## config.mk

```make
export PLATFORM = sky130hd
export DESIGN_NAME = pipe_skid_reg
export DESIGN_NICKNAME = d
export VERILOG_FILES = /design/src/rtl/pipe_pkg.sv /design/src/rtl/pipe_data_reg.sv /design/src/rtl/pipe_skid_reg.sv
export SDC_FILE = /design/constraint.sdc
export NUM_CORES = 1
export LEC_CHECK = 0
export ABC_AREA = 1
export ABC_CLOCK_PERIOD_IN_PS = 1920
export BUFFER_PORTS_ARGS = -buffer_cell sky130_fd_sc_hd__buf_2
export CAP_MARGIN = 20
export CORE_ASPECT_RATIO = 0.75
export CORE_MARGIN = 4
export CORE_UTILIZATION = 40
export DETAILED_ROUTE_END_ITERATION = 8
export GPL_ROUTABILITY_DRIVEN = 1
export PLACE_DENSITY = 0.65
export RECOVER_POWER = 50
export SLEW_MARGIN = 15
export SYNTH_ARGS = -nofsm -noshare
export SYNTH_HDL_FRONTEND = slang
export SYNTH_SLANG_ARGS = --single-unit
```

## constraint.sdc

```tcl
create_clock -name clk -period 1.92 [get_ports clk]
set_clock_uncertainty 0.05 [all_clocks]
set_input_delay 0.192 -clock clk [delete_from_list [all_inputs] [get_ports clk]]
set_output_delay 0.192 -clock clk [all_outputs]
set_load 0.02 [all_outputs]
```

## src/rtl/pipe_pkg.sv

```systemverilog
// Shared constants for the skid-buffered pipeline register:
// state encoding and transfer counter width.
package pipe_pkg;

    localparam int XFER_W = 16;

    // Encoding doubles as the held-entry count.
    localparam logic [1:0] ST_EMPTY = 2'd0;
    localparam logic [1:0] ST_ONE   = 2'd1;
    localparam logic [1:0] ST_FULL  = 2'd2;

endpackage

```

## src/rtl/pipe_data_reg.sv

```systemverilog
// WIDTH-wide data register with load enable and async clear.
module pipe_data_reg #(
    parameter int WIDTH = 64
) (
    input  logic             clk,
    input  logic             reset_n,
    input  logic             load,
    input  logic [WIDTH-1:0] d,
    output logic [WIDTH-1:0] q
);

    always_ff @(posedge clk or negedge reset_n) begin
        if (!reset_n)
            q <= '0;
        else if (load)
            q <= d;
    end

endmodule

```

## src/rtl/pipe_skid_reg.sv

```systemverilog
// Two-entry skid pipeline register with registered in_ready.
// Optional synchronous flush port enabled by PIPE_SKID_FLUSH_EN.
module pipe_skid_reg
    import pipe_pkg::*;
#(
    parameter int WIDTH = 64
) (
    input  logic              clk,
    input  logic              reset_n,
    input  logic [WIDTH-1:0]  in_data,
    input  logic              in_valid,
    output logic              in_ready,
    output logic [WIDTH-1:0]  out_data,
    output logic              out_valid,
    input  logic              out_ready,
`ifdef PIPE_SKID_FLUSH_EN
    input  logic              flush,
`endif
    output logic [1:0]        occupancy,
    output logic [XFER_W-1:0] xfer_count
);

    logic [1:0]       state;
    logic [1:0]       state_n;
    logic             in_xfer;
    logic             out_xfer;
    logic             load_main;
    logic             load_skid;
    logic             main_from_skid;
    logic [WIDTH-1:0] main_d;
    logic [WIDTH-1:0] skid_q;

    assign in_xfer   = in_valid & in_ready;
    assign out_xfer  = out_valid & out_ready;
    assign out_valid = (state != ST_EMPTY);
    assign occupancy = state;

    always_comb begin
        state_n        = state;
        load_main      = 1'b0;
        load_skid      = 1'b0;
        main_from_skid = 1'b0;
        unique case (state)
            ST_EMPTY: begin
                if (in_xfer) begin
                    state_n   = ST_ONE;
                    load_main = 1'b1;
                end
            end
            ST_ONE: begin
                if (in_xfer && out_ready) begin
                    load_main = 1'b1;
                end else if (in_xfer) begin
                    state_n   = ST_FULL;
                    load_skid = 1'b1;
                end else if (out_ready) begin
                    state_n = ST_EMPTY;
                end
            end
            ST_FULL: begin
                if (out_ready) begin
                    state_n        = ST_ONE;
                    load_main      = 1'b1;
                    main_from_skid = 1'b1;
                end
            end
            default: state_n = ST_EMPTY;
        endcase
`ifdef PIPE_SKID_FLUSH_EN
        if (flush) begin
            state_n        = ST_EMPTY;
            load_main      = 1'b0;
            load_skid      = 1'b0;
            main_from_skid = 1'b0;
        end
`endif
    end

    assign main_d = main_from_skid ? skid_q : in_data;

    always_ff @(posedge clk or negedge reset_n) begin
        if (!reset_n) begin
            state    <= ST_EMPTY;
            in_ready <= 1'b0;
        end else begin
            state    <= state_n;
            in_ready <= (state_n != ST_FULL);
        end
    end

    always_ff @(posedge clk or negedge reset_n) begin
        if (!reset_n)
            xfer_count <= '0;
        else if (out_xfer)
            xfer_count <= xfer_count + XFER_W'(1);
    end

    pipe_data_reg #(.WIDTH(WIDTH)) u_main (
        .clk     (clk),
        .reset_n (reset_n),
        .load    (load_main),
        .d       (main_d),
        .q       (out_data)
    );

    pipe_data_reg #(.WIDTH(WIDTH)) u_skid (
        .clk     (clk),
        .reset_n (reset_n),
        .load    (load_skid),
        .d       (in_data),
        .q       (skid_q)
    );

endmodule

```

* After elaboration in Yosys (flattened, before gate mapping)
Cells that the tools add are included.
** Storage, ports and cells
- Register bits after elaboration :: 147
- Output and inout bits :: 84
- Logic and storage cells :: 28
** Operators by class
- $add $sub $neg :: 1
- Equality and inequality tests :: 3
- Mux-type cells :: 14
- Bitwise operators :: 2
- Reductions and logical operators :: 3
** Operators with widths (number)
- 2-to-1 mux 64 bit :: 1
- adder 16 x 1 -> 16 bit (second input constant) :: 1
- 2-to-1 mux 2 bit :: 5
- 2-to-1 mux 1 bit :: 6
- case mux 2 bit (3 select lines) :: 1
- case mux 1 bit (3 select lines) :: 1
- AND 1 bit :: 2
- equality test 2 x 1 -> 1 bit (second input constant) :: 1
- equality test 2 bit (second input constant) :: 1
- logical NOT 2 bit :: 1
- inequality test 2 bit (second input constant) :: 1
- nonzero test 2 bit :: 1
- logical AND 1 bit :: 1

* Depth between registers and ports, before layout
Gate-level depths: netlist of run 1.
- Depth after elaboration :: 5
- Gate-level depth with buffers :: 9

* By module
A second synthesis of run 1 with hierarchy kept.
** Second synthesis, totals
- Cell total of the unflattened synthesis :: 723
- Area total of the unflattened synthesis :: 6800.3 um2
** Modules (own cells, without submodules)
- pipe_data_reg :: times used 2, cells an instance 270, area each 2446.1 um2, sequential area each 1601.5 um2
- pipe_skid_reg :: times used 1, cells an instance 183, area each 1908.1 um2, sequential area each 475.5 um2

* Worst setup path after synthesis of run 1
No wires, ideal clock.
- Kind :: register -> register
- Start point :: register state[1] (netlist: occupancy[1])
- End point :: register xfer_count[10]
- Setup time :: 0.122 ns
- Arrival time :: 1.380 ns
- Data required time :: 1.748 ns
- Slack :: 0.368 ns
- Cell stages (with the launch flop) :: 7
- Path through :: dfrtp_1 > inv_1 > nand2_1 > nand2_1 > nor2_2 > nand2_1 > xor2_1
** On the way
- Longest elaborated chain between the ends :: 2
** RTL lines
- start, declared :: line pipe_skid_reg.sv:23 : logic [1:0] state;
- start signal, assigned :: line pipe_skid_reg.sv:86 : state <= state_n;
- nonzero test 2 bit :: line pipe_skid_reg.sv:35 : assign out_valid = (state != ST_EMPTY);
- via out_valid :: line pipe_skid_reg.sv:14 : output logic out_valid,
- AND 1 bit :: line pipe_skid_reg.sv:34 : assign out_xfer = out_valid & out_ready;
- end signal, assigned :: line pipe_skid_reg.sv:95 : xfer_count <= xfer_count + XFER_W'(1);
- end, declared :: line pipe_skid_reg.sv:20 : output logic [XFER_W-1:0] xfer_count
The timed path passes the listed nets, and every way through them passes these cells.
A chain may end at the register's enable or synchronous reset.

* Final worst setup path of run 1
- Start point :: register state[1] (netlist: occupancy[1])
- End point :: register u_skid.q[48]
** On the way
- Longest elaborated chain between the ends :: 2
** RTL lines
- equality test 2 x 1 -> 1 bit :: line pipe_skid_reg.sv:43 : unique case (state)
- 2-to-1 mux 1 bit :: line pipe_skid_reg.sv:43
- end signal, assigned :: line pipe_data_reg.sv:14 : q <= '0;
- end signal, assigned :: line pipe_data_reg.sv:16 : q <= d;
- end, declared :: line pipe_data_reg.sv:9 : output logic [WIDTH-1:0] q
Every way passes these cells.

==> results by group, run 1 <==
Status
  – Status: finished clean

Worst setup path
  – Crit path largest cell delay: 0.38 ns
  – Startpoint Class: register
  – Crit-path max FO: 71
  – Crit-path cells: inv_1 -> nand2_1 -> inv_1 -> nand3_4 -> buf_12 -> nand2_1 -> o21ai_0
  – CP delay by family, top: buffers and inverters
  – Worst reg2reg setup slack: 0.33 ns
  – CP required: 2.15 ns
  – Critical path's slowest cell: dfrtp_1
  – CP arrival: 1.82 ns
  – Buffer and inverter count on the worst path: 3
  – CP Capture Type: register
  – Setup CP Type: register to register

Place
  – Post-DP Area: 7390 µm²
  – Hpwl dp: 9710 µm
  – Port bufs: 151
  – GP Congestion: 0.802

Cells and area
  – Design area: 8190 µm²
  – Share of cells above drive strength 1: 0.171
  – Final net count: 994
  – Synthesis-to-finish area growth: 27.8%
  – Most frequent cells in the layout: nand2_1, dfrtp_1, buf_2
  – Fillers: 1490
  – Most common cell after layout, fill and taps aside: nand2_1
  – ANT cells: 0

CTS
  – Clk sinks: 147
  – TritonCTS clock tree: done
  – Number of CTS-inserted buffers: 17
  – Postcts setup bufs: 0
  – Clk Latency, worst-skew pair: 0.41 ns
  – Root Driver: clkbuf_16
  – Clk pin slew, worst setup/hold paths: 0.06 ns
  – H-tree Lvls: 4
  – Worst-case clock buffer depth: 2

Logic synthesis
  – Synthesized Nets: 824
  – Synth area leaders: dfrtp_1, nand2_1, o21ai_0
  – Compound-Gate Fraction of Synth Area: 0.144
  – Post-synthesis cell type count: 24
  – Post-synth EDFFs: 0
  – Top FF cell, synth: dfrtp_1
  – Post-Synth Simple-Gate Area: 0.176
  – Post-Synth XOR/XNOR Area: 0.0123
  – Leading area contributor after synthesis: dfrtp_1
  – Post-synthesis sequential area ratio: 0.574
  – Synth warnings: 0
  – Cells after Synth: 755
  – Largest family of logic cells by synthesized area: simple AND/OR/NAND/NOR gates
  – Synthesized area per cell: 8.48 µm²
  – Synth Area in Adders: 0.00195
  – Post-synthesis mux area share: 0
  – Mapped Area: 6400 µm²
  – Post-synthesis async set-or-reset flop share: 1.00
  – Yosys reg bits: 147
  – Top-area cell type share of the netlist area: 0.574

Routing
  – Antenna-violating nets left: 0
  – DRT Pass-1 Iters: 5
  – Via-per-instance ratio: 4.56
  – Vias: 5212
  – Routed len/inst: 12.7 µm
  – Final wirelength: 14500 µm
  – DRT iter0 DRCs: 265
  – Post-route DRC: 0

Power and ir drop
  – Pwr dens: 1500 nW/µm²
  – Worst VDD drop: 0.621 mV
  – Pleak: 0.00420 µW

GRT
  – Largest net degree at the start of global routing: 73
  – GRT Total Usage: 0.166
  – Grt ovf: 0
  – Vias in the first global route: 4944
  – First-pass GRT wire length: 24800 µm
  – Initial antenna violation count: 0

STA
  – Worst-margin pin slew: 0.843 ns
  – Tmin final: 1.59 ns
  – Setup_tns: 0 ns
  – Hold Fails Final Rpt: 0
  – Final Setup Violations: 0
  – RSZ-0062 raised after global routing: false
  – Final Max Tran Viols: 0
  – Slew margin rel.: 0.438
  – Period utilization: 0.828
  – F_max: 629 MHz

Floorplan
  – Row count: 39
  – Total core area: 15500 µm²
  – Die H: 118 µm
  – Chip width: 154 µm
  – I/O Pins: 152
  – Starting density of the core: 0.414
  – Die ar.: 18100 µm²

Hold path
  – HP Class: input pin to register

Flow run
  – Max-cap violations: 0
[final timing paths]
| check | startpoint | cells after the start | to |
|---|---|---|---|
| setup / recovery | occupancy[1] | 7 | u_skid.q[48] |
| hold / removal | in_data[30] | 3 | u_skid.q[30] |
| setup reg to reg | occupancy[1] | 7 | u_skid.q[48] |
| hold reg to reg | u_skid.q[6] | 2 | u_skid.q[6] |
| max in group asynchronous | reset_n | 3 | u_main.q[34] |
| min in group asynchronous | reset_n | 2 | xfer_count[8] |
[stage by stage]
| step | cells | hold slack, ns | worst slack [ns] | util | total power (µW) |
|---|---|---|---|---|---|
| after floorplan | 755 | -0.154 | 0.368 | - | 7690 |
| after global placement | 1083 | 0.121 | 0.354 | 0.478 | 8980 |
| after detailed placement | 1083 | 0.126 | 0.339 | 0.478 | 9080 |
| after CTS | 1143 | 0.0000464 | 0.317 | 0.535 | 12600 |
| after global routing | 1143 | 0.00323 | 0.161 | 0.529 | 13200 |
| final | 1143 | 0.0122 | 0.331 | 0.529 | 12300 |
[cells by family after synthesis]
group | count (synthesis)
AND/OR/NAND/NOR | 288
AO/OA/AOI/OAI | 184
flip-flops | 147
buffers and inverters | 126
XOR/XNOR | 9
adder cells (fa/ha/maj) | 1
[state kept, by name (all words and copies together) (netlist names)]
signal / count
u_main.q: 64
u_skid.q: 64
xfer_count: 16
occupancy: 2
in_ready: 1
[power breakdown]
part	leakage, µW	switching, µW	internal [µW]	total (µW)
clock network	0.000296	1270	2120	3390
registers	0.00173	743	4460	5200
logic	0.00218	2440	1280	3720
[metal layers]
metal / part of all wire / up-vias / global-route usage
met5: 0 / - / 0
met2: 0.44 / 109 / 0.242
met3: 0.050 / 14 / 0.0401
met1: 0.50 / 2356 / 0.246
li1: - / 2733 / -
met4: 0.013 / 0 / 0.0496
[worst reg2reg max path, stage by stage, from the launching register on]
cell     delay [ns]
dfrtp_1        0.38
inv_1          0.11
nand2_1        0.06
inv_1          0.11
nand3_4        0.25
buf_12         0.28
nand2_1        0.12
o21ai_0        0.08
[synthesized netlist by cell type, drive strengths merged (3+ instances only)]
| library cell | count |
|---|---|
| nand4 | 3 |
| inv | 83 |
| xor2 | 4 |
| clkbuf | 11 |
| o21ai | 119 |
| nor2 | 80 |
| buf | 32 |
| dfrtp | 147 |
| xnor2 | 5 |
| nand2 | 180 |
| nand3 | 23 |
| a21oi | 64 |
[cell type report]
| type | instances | area (µm²) | area share |
|---|---|---|---|
| Clock buffer | 25 | 515 | 0.0630 |
| Timing Repair Buffer | 194 | 1160 | 0.142 |
| Multi-Input combinational cell | 482 | 2170 | 0.265 |
| Sequential cell | 147 | 3680 | 0.449 |
| Inverter | 83 | 312 | 0.0381 |
| Tap cell | 205 | 256 | 0.0313 |
| Clock inverter | 7 | 93.8 | 0.0115 |
[what timing repair did]
item / in CTS / in global routing
hold buffers: 28 / 0
setup endpoints to repair: 0 / 0
endpoints found under the hold margin: 69 / 0
gates resized for setup: 0 / 0
Note: power is estimated with default switching activity, not from simulation.
==> run 2, diff against run 1 <==
- ABC_CLOCK_PERIOD_IN_PS: 1920 -> 1400
- PLACE_DENSITY: 0.65 -> 0.68
- clock period: 1.92 -> 1.4 ns (I/O delays scaled with it)
==> results by group, run 2 (same netlist as run 1, synthesis figures left out) <==
Cells and area
  – Synthesis-to-finish area growth: 50.7%
  – Final net count: 1066 (+7.2%)
  – Register area: 3680 µm² (about the same)
  – Footprint of the multi-input gates: 2570 µm² (+19%)
  – Design area: 9650 µm² (+18%)
  – Fillers: 1283 (-14%)
  – Largest registers: u_main.q x64, u_skid.q x64, xfer_count x16
  – Most frequent cells in the layout: nand2_1, buf_2, dfrtp_1
  – Most common cell after layout, fill and taps aside: nand2_1
  – Share of cells above drive strength 1: 0.318 (+0.147)
  – ANT cells: 0 (unchanged)

GRT
  – Grt ovf: 0 (unchanged)
  – First-pass GRT wire length: 26900 µm (+8.2%)
  – Initial antenna violation count: 0 (unchanged)
  – GRT Total Usage: 0.179 (+0.0132)
  – Largest net degree at the start of global routing: 69 (-5.5%)
  – Vias in the first global route: 5475 (+11%)

CTS
  – Clk sinks: 147 (unchanged)
  – Root Driver: clkbuf_16
  – Number of CTS-inserted buffers: 17 (unchanged)
  – H-tree Lvls: 4 (unchanged)
  – TritonCTS clock tree: done
  – Clk pin slew, worst setup/hold paths: 0.06 ns (about the same)
  – Clk Latency, worst-skew pair: 0.41 ns (about the same)
  – Worst-case clock buffer depth: 2 (unchanged)

Worst setup path
  – Startpoint Class: register
  – Buffer and inverter count on the worst path: 2 (-1)
  – Crit-path max FO: 46 (-35%)
  – CP arrival: 1.67 ns (-0.15 ns)
  – CP delay by family, top: flip-flops
  – Crit-path cells: inv_4 -> nor2_4 -> nand2_8 -> buf_12 -> o21ai_0 -> a21oi_1
  – Critical path's slowest cell: dfrtp_2
  – Setup CP Type: register to register
  – CP Capture Type: register
  – Crit path largest cell delay: 0.38 ns (about the same)
  – CP required: 1.64 ns (-0.51 ns)

STA
  – Final Setup Violations: 13 (+13)
  – Setup ws final: -0.0376 ns (-0.369 ns)
  – Worst-margin pin slew: 1.04 ns (+0.199 ns)
  – Setup_tns: -0.180 ns (-0.180 ns)
  – RSZ-0062 raised after global routing: true
  – Period utilization: 1.03 (+0.199)
  – Tmin final: 1.44 ns (-0.151 ns)
  – F_max: 696 MHz (+11%)
  – Slew margin rel.: 0.306 (-0.133)
  – Final Max Tran Viols: 0 (unchanged)
  – Hold Fails Final Rpt: 0 (unchanged)

Routing
  – Final wirelength: 18000 µm (+24%)
  – Antenna-violating nets left: 0 (unchanged)
  – Post-route DRC: 0 (unchanged)
  – DRT iter0 DRCs: 275 (+3.8%)
  – Via-per-instance ratio: 4.77 (+4.7%)
  – Routed len/inst: 14.8 µm (+17%)
  – DRT Pass-1 Iters: 5 (unchanged)
  – Vias: 5801 (+11%)

Floorplan
  – Starting density of the core: 0.414 (unchanged)
  – Die H: 118 µm (unchanged)
  – I/O Pins: 152 (unchanged)
  – Chip width: 154 µm (unchanged)
  – Row count: 39 (unchanged)
  – Die ar.: 18100 µm² (unchanged)
  – Total core area: 15500 µm² (unchanged)

Power and ir drop
  – Pwr dens: 1950 nW/µm² (+29%)
  – Worst VDD drop: 1.12 mV (+80%)
  – Pleak: 0.00485 µW (+15%)

Place
  – Hpwl dp: 10200 µm (+5.2%)
  – Post-DP Area: 7550 µm² (+2.1%)
  – GP Congestion: 0.825 (+2.9%)
  – Port bufs: 151 (unchanged)
  – Dpl ws: -0.0711 ns (-0.410 ns)

Status
  – Status: complete, but fails checks
  – Failing checks: negative setup slack

Flow run
  – Max-cap violations: 0 (unchanged)

Hold path
  – HP Class: input pin to register
[run 2: cell count changes in the layout (fill, tap and decap cells not counted), sizes merged, moves of 3 or more]
cell	delta
clkbuf	-37
dlygate4sd3	+37
clkinv	+3
buf	+69
[run 2: final cells by class]
| cell class | instances | share of cell area |
|---|---|---|
| flip-flops and latches | 147 | 0.381 |
| multi-input cells | 483 | 0.267 |
| repair buffers | 265 | 0.229 |
| clock buffers | 23 | 0.0506 |
| inverters | 83 | 0.0325 |
| well taps | 205 | 0.0266 |
| clock inverters | 9 | 0.0131 |
[run 2: final timing paths]
path	start	end	slack, ns	depth (start not counted)
setup / recovery	occupancy[1]	u_main.q[32]	-0.04	6
hold / removal	in_valid	occupancy[0]	0.08	3
setup reg to reg	occupancy[1]	u_main.q[32]	-0.04	6
hold reg to reg	u_skid.q[35]	u_skid.q[35]	0.43	2
max in group asynchronous	reset_n	u_skid.q[50]	0.13	3
min in group asynchronous	reset_n	xfer_count[8]	0.43	2
[run 2: layer usage]
metal | up-vias | wire (µm) | track usage
met2 | 119 | 8590 | 0.282
li1 | 2900 | - | -
met3 | 21 | 693 | 0.0334
met1 | 2761 | 8410 | 0.245
met4 | 0 | 299 | 0.0728
met5 | - | 0 | 0
[run 2: what timing repair did]
action,4_1_cts,5_1_grt
buffers inserted,1,6
endpoints found under the hold margin,218,0
gates cloned,1,14
hold buffers,65,0
setup endpoints to repair,53,140
pin swaps,0,10
resized for setup,14,156
[run 2: worst reg2reg max path, cell delays in order, from the launching register on]
cell,delay [ns]
dfrtp_2,0.38
inv_4,0.06
nor2_4,0.17
nand2_8,0.13
buf_12,0.20
o21ai_0,0.24
a21oi_1,0.09
[run 2: through the flow]
stage	hold WS (ns)	instances	utilization	total power [µW]
after CTS	0.0337	1195	0.574	17700
after global placement	0.0467	1096	0.488	12500
after detailed placement	0.0451	1096	0.488	12600
final	0.0820	1215	0.624	18800
after floorplan	-0.206	755	-	10600
after global routing	0.0787	1215	0.624	20000
[run 2: report_power, final]
group	leakage, µW	internal [µW]	switching, µW
sequential	0.00173	6120	1190
clock	0.000303	2990	1720
combinational	0.00282	2790	3990
total	0.00485	11900	6900
==> run 3, diff against run 2 <==
- CORE_UTILIZATION: 40 -> 35
- PLACE_DENSITY: 0.68 -> 0.61
==> results by group, run 3 (same netlist as run 1, synthesis figures left out) <==
Routing
  – Antenna-violating nets left: 0 (unchanged)
  – DRT iter0 DRCs: 362 (+32%)
  – Vias: 5601 (-3.4%)
  – Final wirelength: 17100 µm (-5.1%)
  – Post-route DRC: 0 (unchanged)
  – Routed len/inst: 13.8 µm (-7.1%)
  – Via-per-instance ratio: 4.51 (-5.5%)
  – DRT Pass-1 Iters: 5 (unchanged)

Power and ir drop
  – Clock network fraction of design power: 0.262 (+0.012)
  – Sw Share: 0.360 (-0.00740)
  – Pwr dens: 1960 nW/µm² (+0.67%)
  – Psw: 6480 µW (-6.1%)
  – Worst VDD drop: 1.05 mV (-6.3%)
  – Combinational Power Share: 0.341 (-0.020)
  – Pleak: 0.00468 µW (-3.4%)
  – Internal power: 11500 µW (-3.1%)
  – Flop pwr share: 0.397 (+0.008)
  – Design Power: 18000 µW (-4.2%)

STA
  – Setup ws final: -0.0537 ns (-0.0161 ns)
  – Worst-margin pin slew: 0.683 ns (-0.359 ns)
  – Hold Fails Final Rpt: 0 (unchanged)
  – Setup_tns: -0.649 ns (-0.469 ns)
  – F_max: 688 MHz (-1.1%)
  – Slew margin rel.: 0.545 (+0.239)
  – Final Max Tran Viols: 0 (unchanged)
  – Final Setup Violations: 39 (+26)
  – RSZ-0062 raised after global routing: true
  – Tmin final: 1.45 ns (+0.0161 ns)
  – Period utilization: 1.04 (+0.0115)

Hold path
  – Hold Path End: occupancy[0]
  – Hold Startpoint: in_valid
  – Hold Crit Depth: 3 (unchanged)
  – HP Class: input pin to register

Place
  – Port bufs: 151 (unchanged)
  – Hpwl dp: 10200 µm (-0.42%)
  – GP Congestion: 0.818 (-0.91%)

Worst setup path
  – Crit-path max FO: 20 (-57%)
  – Startpoint Class: register
  – CP Capture Type: register
  – FF-to-FF Start: occupancy[1]
  – Worst reg2reg setup slack: -0.05 ns (-0.02 ns)
  – CP required: 1.68 ns (+0.04 ns)
  – Worst reg-to-reg path cell count: 7 (+1)
  – Worst R2R End: u_main.q[6]
  – Setup CP Type: register to register
  – CP arrival: 1.73 ns (+0.06 ns)

GRT
  – GRT Total Usage: 0.160 (-0.0195)
  – Vias in the first global route: 5152 (-5.9%)
  – Grt ovf: 0 (unchanged)
  – Peak-usage layer in the global routing report: met2
  – GR Util met2: 0.242 (-0.0400)
  – First-pass GRT wire length: 26300 µm (-2.2%)
  – Initial antenna violation count: 0 (unchanged)
  – GR Layer Usage met3: 0.0362 (+0.00274)
  – Routing usage on met1: 0.228 (-0.0171)
  – Largest net degree at the start of global routing: 49 (-29%)

Status
  – Status: complete, but fails checks
  – Failing checks: negative setup slack

Floorplan
  – Row count: 42 (+7.7%)
  – Die H: 125 µm (+6.4%)
  – Starting density of the core: 0.360 (-0.0545)
  – I/O Pins: 152 (unchanged)
  – Chip width: 164 µm (+6.5%)
  – Die ar.: 20600 µm² (+13%)
  – Total core area: 17800 µm² (+15%)

CTS
  – Worst-case clock buffer depth: 2 (unchanged)
  – Number of CTS-inserted buffers: 17 (unchanged)
  – H-tree Lvls: 4 (unchanged)
  – Root Driver: clkbuf_16
  – Clk sinks: 147 (unchanged)
  – Clk Latency, worst-skew pair: 0.42 ns (about the same)
  – Clk pin slew, worst setup/hold paths: 0.06 ns (about the same)
  – TritonCTS clock tree: done

Cells and area
  – Largest registers: u_main.q x64, u_skid.q x64, xfer_count x16
  – ANT cells: 0 (unchanged)
  – Most common cell after layout, fill and taps aside: nand2_1
  – Share of cells above drive strength 1: 0.263 (-0.0548)
  – Most frequent cells in the layout: nand2_1, buf_2, dfrtp_1
  – Synthesis-to-finish area growth: 43.4%
  – Final net count: 1057 (-0.84%)

Flow run
  – Max-cap violations: 0 (unchanged)
run 3: changes by cell type in the layout (fill, tap and decap cells not counted), moves of 6 or more:
cell,previous run,this run
nor2_1,45,69
o21ai_2,10,4
nor2_2,16,9
a21oi_1,42,61
clkbuf_16,28,22
a21oi_2,22,3
nand2_1,171,165
o21ai_0,43,52
nor2_4,19,2
nand2_2,4,11
run 3: power by group through the flow:
stage                     sequential (µW)  combinational [µW]  clock, µW
after detailed placement             7150                5510          0
final                                7150                6140       4710
after global placement               7130                5400          0
after CTS                            7110                5780       4850
after floorplan                      8220                2340          0
after global routing                 7380                6790       5040
run 3: final cells by class:
| type | instances | area, µm² |
|---|---|---|
| Fill cell | 1639 | 8630 |
| Sequential cell | 147 | 3680 |
| Multi-Input combinational cell | 483 | 2310 |
| Timing Repair Buffer | 256 | 1960 |
| Clock buffer | 22 | 484 |
| Inverter | 83 | 314 |
| Tap cell | 242 | 303 |
| Clock inverter | 9 | 126 |
run 3: per-layer routing:
layer,up-vias,part of all wire
met5,-,0
met4,0,0.0098
met3,13,0.044
met2,127,0.45
met1,2594,0.49
li1,2867,-
run 3: through the flow:
stage          setup WS (ns)  cell area [µm²]  instances  hold slack (ns)   util
5_1_grt               -0.146             9180       1242           0.0404  0.516
2_1_floorplan         0.0127             6410        755           -0.206      -
3_3_place_gp         -0.0353             7610       1133          -0.0106  0.427
3_5_place_dp         -0.0534             7610       1133          -0.0125  0.427
4_1_cts              0.00143             8940       1231           0.0422  0.502
6_report             -0.0537             9180       1242           0.0783  0.516
run 3: worst max-delay path, cell delays in order, from the launching register on:
cell,delay [ns]
dfrtp_2,0.38
inv_4,0.06
nor2_4,0.17
nand2_8,0.15
nand2_8,0.17
buf_16,0.17
nor2_1,0.05
a21oi_1,0.14
run 3: how the worst max path moves through the flow:
| stage | start | end | slack [ns] |
|---|---|---|---|
| final | occupancy[1] | u_main.q[6] | -0.05 |
| after global routing | occupancy[1] | u_main.q[6] | -0.15 |
| after CTS | occupancy[0] | u_main.q[3] | 0.001 |
| after detailed placement | occupancy[0] | u_main.q[18] | -0.05 |
| after global placement | occupancy[0] | u_main.q[18] | -0.04 |
| after floorplan | xfer_count[1] | xfer_count[10] | 0.01 |
run 3: repair_timing:
item / 4_1_cts / 5_1_grt
gates resized for setup: 9 / 80
gates cloned: 1 / 7
endpoints found under the hold margin: 221 / 0
pin swaps: 2 / 5
setup endpoints to repair: 55 / 130
hold buffers: 65 / 0
buffers inserted: 1 / 4
